### config.mk
export PLATFORM = sky130hd
export DESIGN_NAME = mips_bus_arbiter
export DESIGN_NICKNAME = d
export VERILOG_FILES = /design/src/rtl/mips_bus_pkg.sv /design/src/rtl/mips_bus_watchdog.sv /design/src/rtl/mips_bus_arbiter.sv
export SDC_FILE = /design/constraint.sdc
export NUM_CORES = 1
export LEC_CHECK = 0
export CORE_AREA = 2 2 122 124
export CTS_BUF_LIST = sky130_fd_sc_hd__clkbuf_8 sky130_fd_sc_hd__clkbuf_16
export CTS_CLUSTER_DIAMETER = 150
export DETAILED_ROUTE_END_ITERATION = 6
export DIE_AREA = 0 0 124 126
export PLACE_DENSITY = 0.67
export REMOVE_ABC_BUFFERS = 1
export SYNTH_ARGS = -nofsm -noshare
export SYNTH_HDL_FRONTEND = slang
export SYNTH_SLANG_ARGS = --single-unit
### constraint.sdc
create_clock -name clk -period 2.1 [get_ports clk]
set_input_delay 0.315 -clock clk [delete_from_list [all_inputs] [get_ports clk]]
set_output_delay 0.315 -clock clk [all_outputs]
set_load 0.02 [all_outputs]
### src/rtl/mips_bus_pkg.sv
// Shared types and widths for the CPU memory-bus arbiter slice.
package mips_bus_pkg;

  localparam int unsigned WORD_W = 32;
  localparam int unsigned BE_W   = 4;

  typedef enum logic [1:0] {
    IDLE,
    BUSY_I,
    BUSY_D
  } arb_state_t;

  typedef enum logic {
    GNT_I,
    GNT_D
  } grant_t;

endpackage

### src/rtl/mips_bus_watchdog.sv
// Counts consecutive slave-stall cycles of one transfer and flags when the limit is reached.
module mips_bus_watchdog #(
  parameter int unsigned TIMEOUT_CYCLES = 255
) (
  input  logic clk,
  input  logic reset,
  input  logic clear,
  input  logic stall,
  output logic timeout
);

  localparam logic [7:0] LIMIT = 8'(TIMEOUT_CYCLES);

  logic [7:0] stall_cnt_q;
  logic [7:0] stall_cnt_d;

  // A zero limit never lets the counter move, which keeps the watchdog disabled.
  always_comb begin
    stall_cnt_d = stall_cnt_q;
    if (clear) begin
      stall_cnt_d = '0;
    end else if (stall && (stall_cnt_q < LIMIT)) begin
      stall_cnt_d = stall_cnt_q + 8'd1;
    end
  end

  always_ff @(posedge clk) begin
    if (reset) begin
      stall_cnt_q <= '0;
    end else begin
      stall_cnt_q <= stall_cnt_d;
    end
  end

  assign timeout = (LIMIT != 8'd0) && (stall_cnt_q == LIMIT);

endmodule

### src/rtl/mips_bus_arbiter.sv
// Two-way round-robin arbiter sharing one Avalon-style bus between fetch (I) and load/store (D),
// with grant held across slave stalls and a watchdog that aborts hung transfers.
module mips_bus_arbiter
  import mips_bus_pkg::*;
#(
  parameter int unsigned        TIMEOUT_CYCLES = 255,
  parameter logic [WORD_W-1:0]  ERR_DATA       = 32'hDEADBEEF
) (
  input  logic              clk,
  input  logic              reset,
  input  logic [WORD_W-1:0] i_address,
  input  logic              i_read,
  input  logic              i_write,
  input  logic [WORD_W-1:0] i_writedata,
  input  logic [BE_W-1:0]   i_byteenable,
  output logic [WORD_W-1:0] i_readdata,
  output logic              i_waitrequest,
  input  logic [WORD_W-1:0] d_address,
  input  logic              d_read,
  input  logic              d_write,
  input  logic [WORD_W-1:0] d_writedata,
  input  logic [BE_W-1:0]   d_byteenable,
  output logic [WORD_W-1:0] d_readdata,
  output logic              d_waitrequest,
  output logic [WORD_W-1:0] address,
  output logic              read,
  output logic              write,
  output logic [WORD_W-1:0] writedata,
  output logic [BE_W-1:0]   byteenable,
  input  logic [WORD_W-1:0] readdata,
  input  logic              waitrequest,
  output logic [1:0]        grant,
  output logic              bus_error
);

  arb_state_t state_q, state_d;
  grant_t     last_grant_q, last_grant_d;

  logic i_req;
  logic d_req;
  logic busy;
  logic timeout;

  assign i_req = i_read | i_write;
  assign d_req = d_read | d_write;
  assign busy  = (state_q != IDLE);

  mips_bus_watchdog #(
    .TIMEOUT_CYCLES(TIMEOUT_CYCLES)
  ) u_watchdog (
    .clk    (clk),
    .reset  (reset),
    .clear  (!busy),
    .stall  (busy && waitrequest && !timeout),
    .timeout(timeout)
  );

  always_comb begin
    state_d      = state_q;
    last_grant_d = last_grant_q;
    case (state_q)
      IDLE: begin
        if (i_req && (!d_req || (last_grant_q == GNT_D))) begin
          state_d      = BUSY_I;
          last_grant_d = GNT_I;
        end else if (d_req) begin
          state_d      = BUSY_D;
          last_grant_d = GNT_D;
        end
      end
      BUSY_I, BUSY_D: begin
        if (timeout || !waitrequest) begin
          state_d = IDLE;
        end
      end
      default: state_d = IDLE;
    endcase
  end

  always_ff @(posedge clk) begin
    if (reset) begin
      state_q      <= IDLE;
      last_grant_q <= GNT_D;
    end else begin
      state_q      <= state_d;
      last_grant_q <= last_grant_d;
    end
  end

  // Bus side follows the owner combinationally; an abort cycle kills the strobes and fakes completion.
  always_comb begin
    address       = '0;
    read          = 1'b0;
    write         = 1'b0;
    writedata     = '0;
    byteenable    = '0;
    grant         = 2'b00;
    i_readdata    = '0;
    i_waitrequest = 1'b1;
    d_readdata    = '0;
    d_waitrequest = 1'b1;
    bus_error     = 1'b0;
    case (state_q)
      BUSY_I: begin
        address       = i_address;
        read          = i_read & ~timeout;
        write         = i_write & ~timeout;
        writedata     = i_writedata;
        byteenable    = i_byteenable;
        grant         = 2'b01;
        i_readdata    = timeout ? ERR_DATA : readdata;
        i_waitrequest = waitrequest & ~timeout;
        bus_error     = timeout;
      end
      BUSY_D: begin
        address       = d_address;
        read          = d_read & ~timeout;
        write         = d_write & ~timeout;
        writedata     = d_writedata;
        byteenable    = d_byteenable;
        grant         = 2'b10;
        d_readdata    = timeout ? ERR_DATA : readdata;
        d_waitrequest = waitrequest & ~timeout;
        bus_error     = timeout;
      end
      default: ;
    endcase
  end

endmodule
# Word level (Yosys, flattened, before mapping)
# Index checks and enable logic that the tools add are counted.
# word_totals
out_inout_bits	139
reg_bits	11
input_bits	175
# op_classes
n_lt_le_gt_ge	1
add_sub_neg	1
bitwise	9
reduce_logical	16
n_eq_ne	5
mux	18
# ops
cell	n
$pmux W32 S2	2
$mux W32	3
$add A8 B1 Y8 const B	1
$eq A8 B8 Y1 const B	1
$lt A8 B8 Y1 const B	1
$pmux W2 S2	2
$pmux W4 S2	1
$mux W2	3
$and A1 B1 Y1	5
$mux W1	5
$logic_and A1 B1 Y1	4
$pmux W1 S2	2
$reduce_and A2 Y1	2
$reduce_bool A2 Y1	2
$reduce_or A2 Y1	2
$logic_not A1 Y1	3
$ne A3 B3 Y1 const B	1
$eq A2 B1 Y1 const B	1
$eq A2 B2 Y1 const B	1
$logic_not A2 Y1	1
$logic_or A1 B1 Y1	2
$ne A2 B1 Y1 const B	1
$not A1 Y1	2
$or A1 B1 Y1	2

# Depth between registers and ports, before layout
# Gate-level depths: netlist (run 1).
# logic_depth
depth_word	6
mapped_depth	7
depth_no_buf	6

# Cells and area by module
# A second synthesis (run 1) with hierarchy kept.
# unflattened
hier_cells	319
area_unflattened_um2	2267.2
# modules_own_cells
mod	instances	seq_area_each_um2	area_per_inst_um2	cells_each
mips_bus_arbiter	1	60.1	1830.5	269
mips_bus_watchdog	1	160.2	436.7	50

# Worst setup path before layout (run 1)
# OpenSTA, ideal clock, no wires.
# synth_timing
path_kind	flip-flop to output port
start	register state_q[1]
end	output address[15]
n_path_buf	2
path_slack_ps	111
t_arrival_ps	1674
t_required_ps	1785
path_stages_with_launch	7
cell_sequence	dfxtp_1 -> inv_1 -> ha_1 -> clkbuf_1 -> buf_1 -> a22oi_1 -> nor2b_1
# synth_between
elab_chain_cells	2
# synth_lines
element	line	source
from (decl)	mips_bus_arbiter.sv:36	arb_state_t state_q, state_d;
from (signal assigned)	mips_bus_arbiter.sv:85	state_q <= state_d;
$eq A2 B2 Y1 or $eq A2 B1 Y1 (tied branches)	mips_bus_arbiter.sv:103	case (state_q)
$pmux W32 S2 (*)	mips_bus_arbiter.sv:103	
to (decl)	mips_bus_arbiter.sv:25	output logic [WORD_W-1:0] address,
# Every way passes the cells marked *; elsewhere a longest branch is shown, timed or not.

# Final worst setup path (run 1)
# layout_timing
start	register u_watchdog.stall_cnt_q[1]
end	output i_readdata[29]
# layout_between
elab_chain_cells	3
# layout_lines
element	line	source
from (decl)	mips_bus_watchdog.sv:14	logic [7:0] stall_cnt_q;
from (signal assigned)	mips_bus_watchdog.sv:31	stall_cnt_q <= stall_cnt_d;
$eq A8 B8 Y1	mips_bus_watchdog.sv:35	assign timeout = (LIMIT != 8'd0) && (stall_cnt_q == LIMIT);
$mux W32	mips_bus_arbiter.sv:111	i_readdata = timeout ? ERR_DATA : readdata;
$mux W32	mips_bus_arbiter.sv:103	
to (decl)	mips_bus_arbiter.sv:16	output logic [WORD_W-1:0] i_readdata,
# No other way between the ends.

==> results of run 1 <==
## per-stage QoR
step	instances	TNS, ns	area, um2	util, %	setup WS (ns)
global placement	794	-0.6277	5708	39.88	-0.08120
detailed placement	794	-5.173	5708	39.88	-0.08023
global route	808	0	5723	39.98	0.0007131
finish	809	0	5725	40.00	0.05453
floorplan	273	-144.06	2027	-	-1.208
CTS	805	0	5816	40.63	0.002002
## state kept, by name (all words and copies together), names as in the netlist
register,cells
u_watchdog.stall_cnt_q,8
last_grant_q,1
state_q,2
## worst paths after layout
| check | startpoint | to |
|---|---|---|
| worst max-delay path | u_watchdog.stall_cnt_q[1] | i_readdata[29] |
| worst min-delay path | u_watchdog.stall_cnt_q[1] | u_watchdog.stall_cnt_q[1] |
| worst max register to register | state_q[0] | u_watchdog.stall_cnt_q[7] |
| worst min register to register | u_watchdog.stall_cnt_q[1] | u_watchdog.stall_cnt_q[1] |
## area by class of cell
cell class | instances | area, um2 | area share (%)
inverter | 3 | 11.26 | 0.1967
timing repair buffer | 347 | 3304 | 57.71
clock inverter | 1 | 5.005 | 0.08741
clock buffer | 3 | 75.07 | 1.311
antenna | 1 | 2.502 | 0.04371
sequential | 11 | 222.7 | 3.890
multi-input combinational | 259 | 1874 | 32.74
tap | 184 | 230.2 | 4.021
## cells by family (layout without fill, tap and decap cells)
family | Yosys count | in the layout
AO/OA/AOI/OAI | 131 | 131
XOR/XNOR | 4 | 4
adder cells (fa/ha/maj) | 4 | 4
buffers and inverters | 40 | 354
flip-flops | 11 | 11
multiplexers | 2 | 2
other | 0 | 1
AND/OR/NAND/NOR | 118 | 118
## routing by layer
metal  wire length (um)  up-vias
met3               1516       16
met1               5741     1677
met5                  0        -
li1                   -     1773
met4                165        0
met2               7720      217
## layout by cell type, fill, tap and decap left out, types with 2 or more instances in the layout
cell type and count:
dfxtp_1 9, nor3_1 2, buf_12 7, clkdlybuf4s15_1 17
dlygate4sd2_1 34, ha_4 4, a21oi_1 3, o21ai_1 2
a22oi_1 67, nand2_1 7, buf_16 5, dfxtp_2 2
o21a_1 48, clkdlybuf4s50_1 175, inv_2 2, nor2_1 7
or2_2 2, xor2_1 4, o32ai_1 2, buf_2 28
nor2b_1 70, clkbuf_2 34, o211ai_1 2, and2_1 2
clkdlybuf4s15_2 20, buf_4 22, clkbuf_16 5, mux2i_2 2
and3_1 17
## report_power, final
group          internal, mW  leakage, nW  switching [mW]
clock                 0.253       0.0409           0.105
sequential            0.227       0.0903          0.0110
combinational          1.34         2.22            1.37
total                  1.82         2.36            1.48
## worst max-delay path: cells and delay by family (launching register included)
kind | cells | cell delay [ns]
fa+ha+maj | 1 | 0.15
buf+inv | 2 | 0.42
flops | 1 | 0.35
simple gates | 3 | 0.57
## repair_timing
action                     in CTS  in global routing
resized for setup             297                 69
setup endpoints to repair     136                 82
hold buffers                    0                  0
setup buffers                   3                  1
cloned                          4                  2
pin swaps                       2                  1
==> flow_metrics.py, run 1 <==
metrics = {
    "hold_path": {
        "hold_path_class": "register to register",
        "hold_path_depth": 2,
    },
    "clock_network": {
        "clock_latency_ns": 0.24,
        "h-tree-depth": 1,
        "numCtsBuffers": 3,
        "cts_tree": "yes",
        "cts_buffer_depth": 2,
        "clock-sinks": 11,
        "path_clk_slew_ns": 0.04,
        "cts_root_buf": "clkbuf_16",
    },
    "setup_path": {
        "path_cells": "ha_4 > nand4_4 > or2_4 > buf_12 > and3_1 > clkdlybuf4s15_1",
        "cp_max_fo": 17,
        "critPathRequiredTime_ns": 1.78,
        "r2r_slack_ns": 0.52,
        "critPathLaunchType": "register",
        "cpPeakStageDelay_ns": 0.35,
        "cp.arrival_ns": 1.73,
        "crit_slowest_cell": "dfxtp_2",
        "r2r_cells": 6,
        "crit_type": "register to output pin",
        "critPathCaptureType": "output pin",
    },
    "flow_run": {
        "max_cap_violations": 0,
    },
    "synth": {
        "yosysSeqAreaShare_pct": 10.06,
        "ys.flop_type": "dfxtp_1",
        "synth_compound_area_share_pct": 44.46,
        "netlist_area_mm2": 0.002190,
        "ys_ff_latch": 11,
        "synthArstFlopShare_pct": 0,
        "synth_area_leaders": "a22oi_1, nor2b_1, o21a_1",
        "synth_adder_area_share_pct": 2.286,
        "synth_top_family_by_area": "compound AO/OA/AOI/OAI gates",
        "synth_edf_count": 0,
        "synth.mux.area_fraction_pct": 0.9143,
        "yosys.cell_count.top_type": "nor2b_1",
        "syn-instance-count": 310,
        "ys_warn_count": 0,
        "avgSynthCellArea_um2": 7.063,
        "synth_top_cell_by_area": "a22oi_1",
        "synth_simple_gate_area_share_pct": 32.74,
        "synth_top_area_share_pct": 23.31,
        "synthXorXnorAreaFrac_pct": 1.600,
        "ys_top_cells_by_count": "nor2b_1, a22oi_1, o21a_1",
        "ys_types": 39,
    },
    "timing": {
        "worstMarginPinSlew_ns": 0.3487,
        "finalHoldViolations": 0,
        "final.min_clock_period_ns": 2.045,
        "finalSetupViolCount": 0,
        "hold_ws_ns": 0.4894,
        "slew_headroom_pct": 76.54,
        "finalClockSkew_ns": 0.005610,
        "max_freq_ghz": 0.4889,
        "maxSlewViolCount": 0,
        "period_share_pct": 97.40,
        "rsz0062_at_grt": "false",
    },
    "detailed_routing": {
        "vias_per_cell": 4.553,
        "ant_nets": 0,
        "drc_errors": 0,
        "drtPass1Iterations": 4,
        "wire_per_inst_um": 18.72,
        "dr.first_iter.drc_count": 165,
        "wl_mm": 15.14,
        "vias": 3683,
    },
    "placement": {
        "place_congestion": 0.9086,
        "numPortBuffers": 313,
        "dpl.hpwl_mm": 11.04,
    },
    "global_route": {
        "first_global_vias": 3799,
        "grtUsageTotal_pct": 17.55,
        "grt-ovfl-total": 0,
        "grt_pass1_wl_mm": 21.16,
        "antenna_found_initial": 1,
        "gr-usage-met3_pct": 4.620,
        "grt_max_degree": 45,
        "use_met1_pct": 19.20,
        "grt.busiest_layer": "met2",
        "met2_usage_pct": 33.71,
    },
    "layout": {
        "syn_to_final_growth_pct": 161.5,
        "nNetsFinal": 804,
        "fillers": 1490,
        "drive_gt1_share_pct": 22.92,
    },
    "floorplanning": {
        "die_area_mm2": 0.01562,
        "core_area_mm2": 0.01431,
        "start_util_pct": 15.30,
        "placement_rows": 44,
        "ioPinCount": 314,
        "die_x_um": 124,
        "dieHeight_um": 126,
    },
    "pwr": {
        "power_density_mw_per_mm2": 576.3,
        "p_total_mw": 3.300,
        "peakVddDrop_mv": 0.3057,
        "leakagePower_nw": 2.356,
    },
    "run_status": {
        "status": "finished, final reports clean",
    },
}
Note: power is estimated with default switching activity, not from simulation.
==> run 2, diff against run 1 <==
CORE_AREA = 2 2 123 125   (was 2 2 122 124)
DIE_AREA = 0 0 125 127   (was 0 0 124 126)
PLACE_DENSITY = 0.66   (was 0.67)
clock period = 2.6 ns   (was 2.1 ns; I/O delays follow)
==> flow_metrics.py, run 2 (synthesis gave the netlist of run 1 again) <==
metrics = {
    "run_status": {
        "status": "finished, final reports clean",
    },
    "layout": {
        "fin_util_pct": 39.63,
        "top_register": "u_watchdog.stall_cnt_q",
        "fillers": 1447,
        "n_antenna_cell": 0,
        "top_regs": "u_watchdog.stall_cnt_q (8), state_q (2), last_grant_q (1)",
        "drive_gt1_share_pct": 4.485,
        "final_cell_mix": "clkdlybuf4s50_1, nor2b_1, a22oi_1, dlygate4sd2_1, o21a_1",
        "fin_area_mm2": 0.005717,
        "final_common_cell": "clkdlybuf4s50_1",
        "nNetsFinal": 782,
        "largest_register_ffs": 8,
        "syn_to_final_growth_pct": 161.1,
    },
    "global_route": {
        "first_global_vias": 3593,
        "grt-ovfl-total": 0,
        "antenna_found_initial": 1,
        "grt_max_degree": 53,
        "grt_pass1_wl_mm": 20.16,
        "grtUsageTotal_pct": 15.86,
    },
    "setup_path": {
        "r2r_start": "state_q[1]",
        "critPathLaunchType": "register",
        "critPathRequiredTime_ns": 2.21,
        "cp.arrival_ns": 2.15,
        "crit_buf_inv": 3,
        "cpPeakStageDelay_ns": 0.64,
        "critPathCaptureType": "output pin",
        "path_cells": "inv_1 > ha_2 > buf_12 > nor2b_1 > clkdlybuf4s50_1",
        "crit_path_start": "state_q[1]",
        "critPathTopFamily": "buffers and inverters",
        "crit_slowest_cell": "clkdlybuf4s50_1",
        "crit_type": "register to output pin",
        "cp_max_fo": 41,
    },
    "detailed_routing": {
        "wl_mm": 14.09,
        "ant_nets": 0,
        "highest_layer": "met5",
        "drc_errors": 0,
        "drtPass1Iterations": 4,
        "wl_met3_mm": 1.155,
        "vias": 3593,
        "vias_per_cell": 4.571,
        "dr.first_iter.drc_count": 200,
        "wire_per_inst_um": 17.92,
        "met1_length_mm": 5.545,
        "wl_met2_mm": 7.170,
    },
    "clock_network": {
        "cts_root_buf": "clkbuf_16",
        "path_clk_slew_ns": 0.04,
        "cts_tree": "yes",
        "numCtsBuffers": 3,
        "clock-sinks": 11,
        "h-tree-depth": 1,
        "cts_buffer_depth": 2,
        "clock_latency_ns": 0.24,
    },
    "floorplanning": {
        "die_x_um": 125,
        "core_area_mm2": 0.01442,
        "die_area_mm2": 0.01588,
        "dieHeight_um": 127,
        "placement_rows": 44,
        "start_util_pct": 15.18,
        "ioPinCount": 314,
    },
    "timing": {
        "rsz0062_at_grt": "false",
        "finalSetupViolCount": 0,
        "slew_headroom_pct": 75.61,
        "hold_ws_ns": 0.4827,
        "period_share_pct": 97.68,
        "worstMarginPinSlew_ns": 0.3625,
        "max_freq_ghz": 0.3937,
        "finalHoldViolations": 0,
        "finalClockSkew_ns": 0.0009689,
        "final.min_clock_period_ns": 2.540,
        "setup_tns_ns": 0,
        "maxSlewViolCount": 0,
    },
    "placement": {
        "place_congestion": 0.9690,
        "numPortBuffers": 313,
        "place_area_mm2": 0.005558,
        "dpl.hpwl_mm": 11.06,
    },
    "pwr": {
        "peakVddDrop_mv": 0.2445,
        "power_density_mw_per_mm2": 451.3,
        "p_total_mw": 2.580,
        "leakagePower_nw": 2.651,
    },
    "hold_path": {
        "hold_path_class": "register to register",
        "hp-start": "u_watchdog.stall_cnt_q[1]",
    },
    "flow_run": {
        "max_cap_violations": 0,
    },
}
-- run 2: cell count changes in the layout (fill, tap and decap cells not counted), moves of 3 or more --
| cell | delta |
|---|---|
| buf_4 | -19 |
| inv_1 | +3 |
| clkdlybuf4s50_1 | +59 |
| clkdlybuf4s15_2 | -20 |
| dlygate4sd2_1 | +15 |
| buf_2 | -28 |
| dlymetal6s2s_1 | +29 |
| clkdlybuf4s15_1 | -17 |
| clkbuf_2 | -34 |
| buf_16 | -5 |
-- run 2: final timing paths --
| path | endpoint | slack, ns | cells past startpoint |
|---|---|---|---|
| hold / removal | u_watchdog.stall_cnt_q[1] | 0.48 | 2 |
| hold reg to reg | u_watchdog.stall_cnt_q[1] | 0.48 | 2 |
| setup reg to reg | state_q[0] | 0.87 | 6 |
| setup / recovery | address[22] | 0.06 | 5 |
-- run 2: per-layer routing --
metal | GRT usage [%] | up-vias
met1 | 18.16 | 1620
met2 | 29.73 | 220
met3 | 4.481 | 23
met5 | 0 | -
met4 | 2.680 | 2
li1 | - | 1728
-- run 2: per-stage QoR --
stage / setup WS [ns] / instances
2_1_floorplan: -0.7835 / 273
3_5_place_dp: 0.1672 / 778
5_1_grt: 0.002087 / 786
3_3_place_gp: 0.2703 / 778
4_1_cts: 0.001989 / 782
6_report: 0.06019 / 786
-- run 2: worst reg2reg max path, stage by stage (launching register included) --
cell and delay (ns):
dfxtp_1 0.38, inv_1 0.12, ha_2 0.39, buf_6 0.21, nand2_1 0.11, a2bb2oi_1 0.16, o32ai_1 0.26
-- run 2: what timing repair did --
item / 4_1_cts / 5_1_grt
pin swaps: 0 / 2
buffers inserted: 0 / 2
setup endpoints to repair: 93 / 82
gates cloned: 0 / 2
hold buffers: 0 / 0
gates resized for setup: 51 / 33
-- run 2: final cells by class --
class,instances,area (um2),area share [%]
Timing Repair Buffer,324,3326,58.17
Multi-Input combinational cell,260,1851,32.37
Tap cell,184,230.2,4.027
Sequential cell,11,220.2,3.852
Clock buffer,3,75.07,1.313
Inverter,3,11.26,0.1970
Clock inverter,1,3.754,0.06566
-- run 2: report_power, final --
group	switching (mW)	internal [mW]	leakage, nW
sequential	0.0125	0.183	0.0894
combinational	1.04	1.06	2.52
clock	0.0808	0.202	0.0423
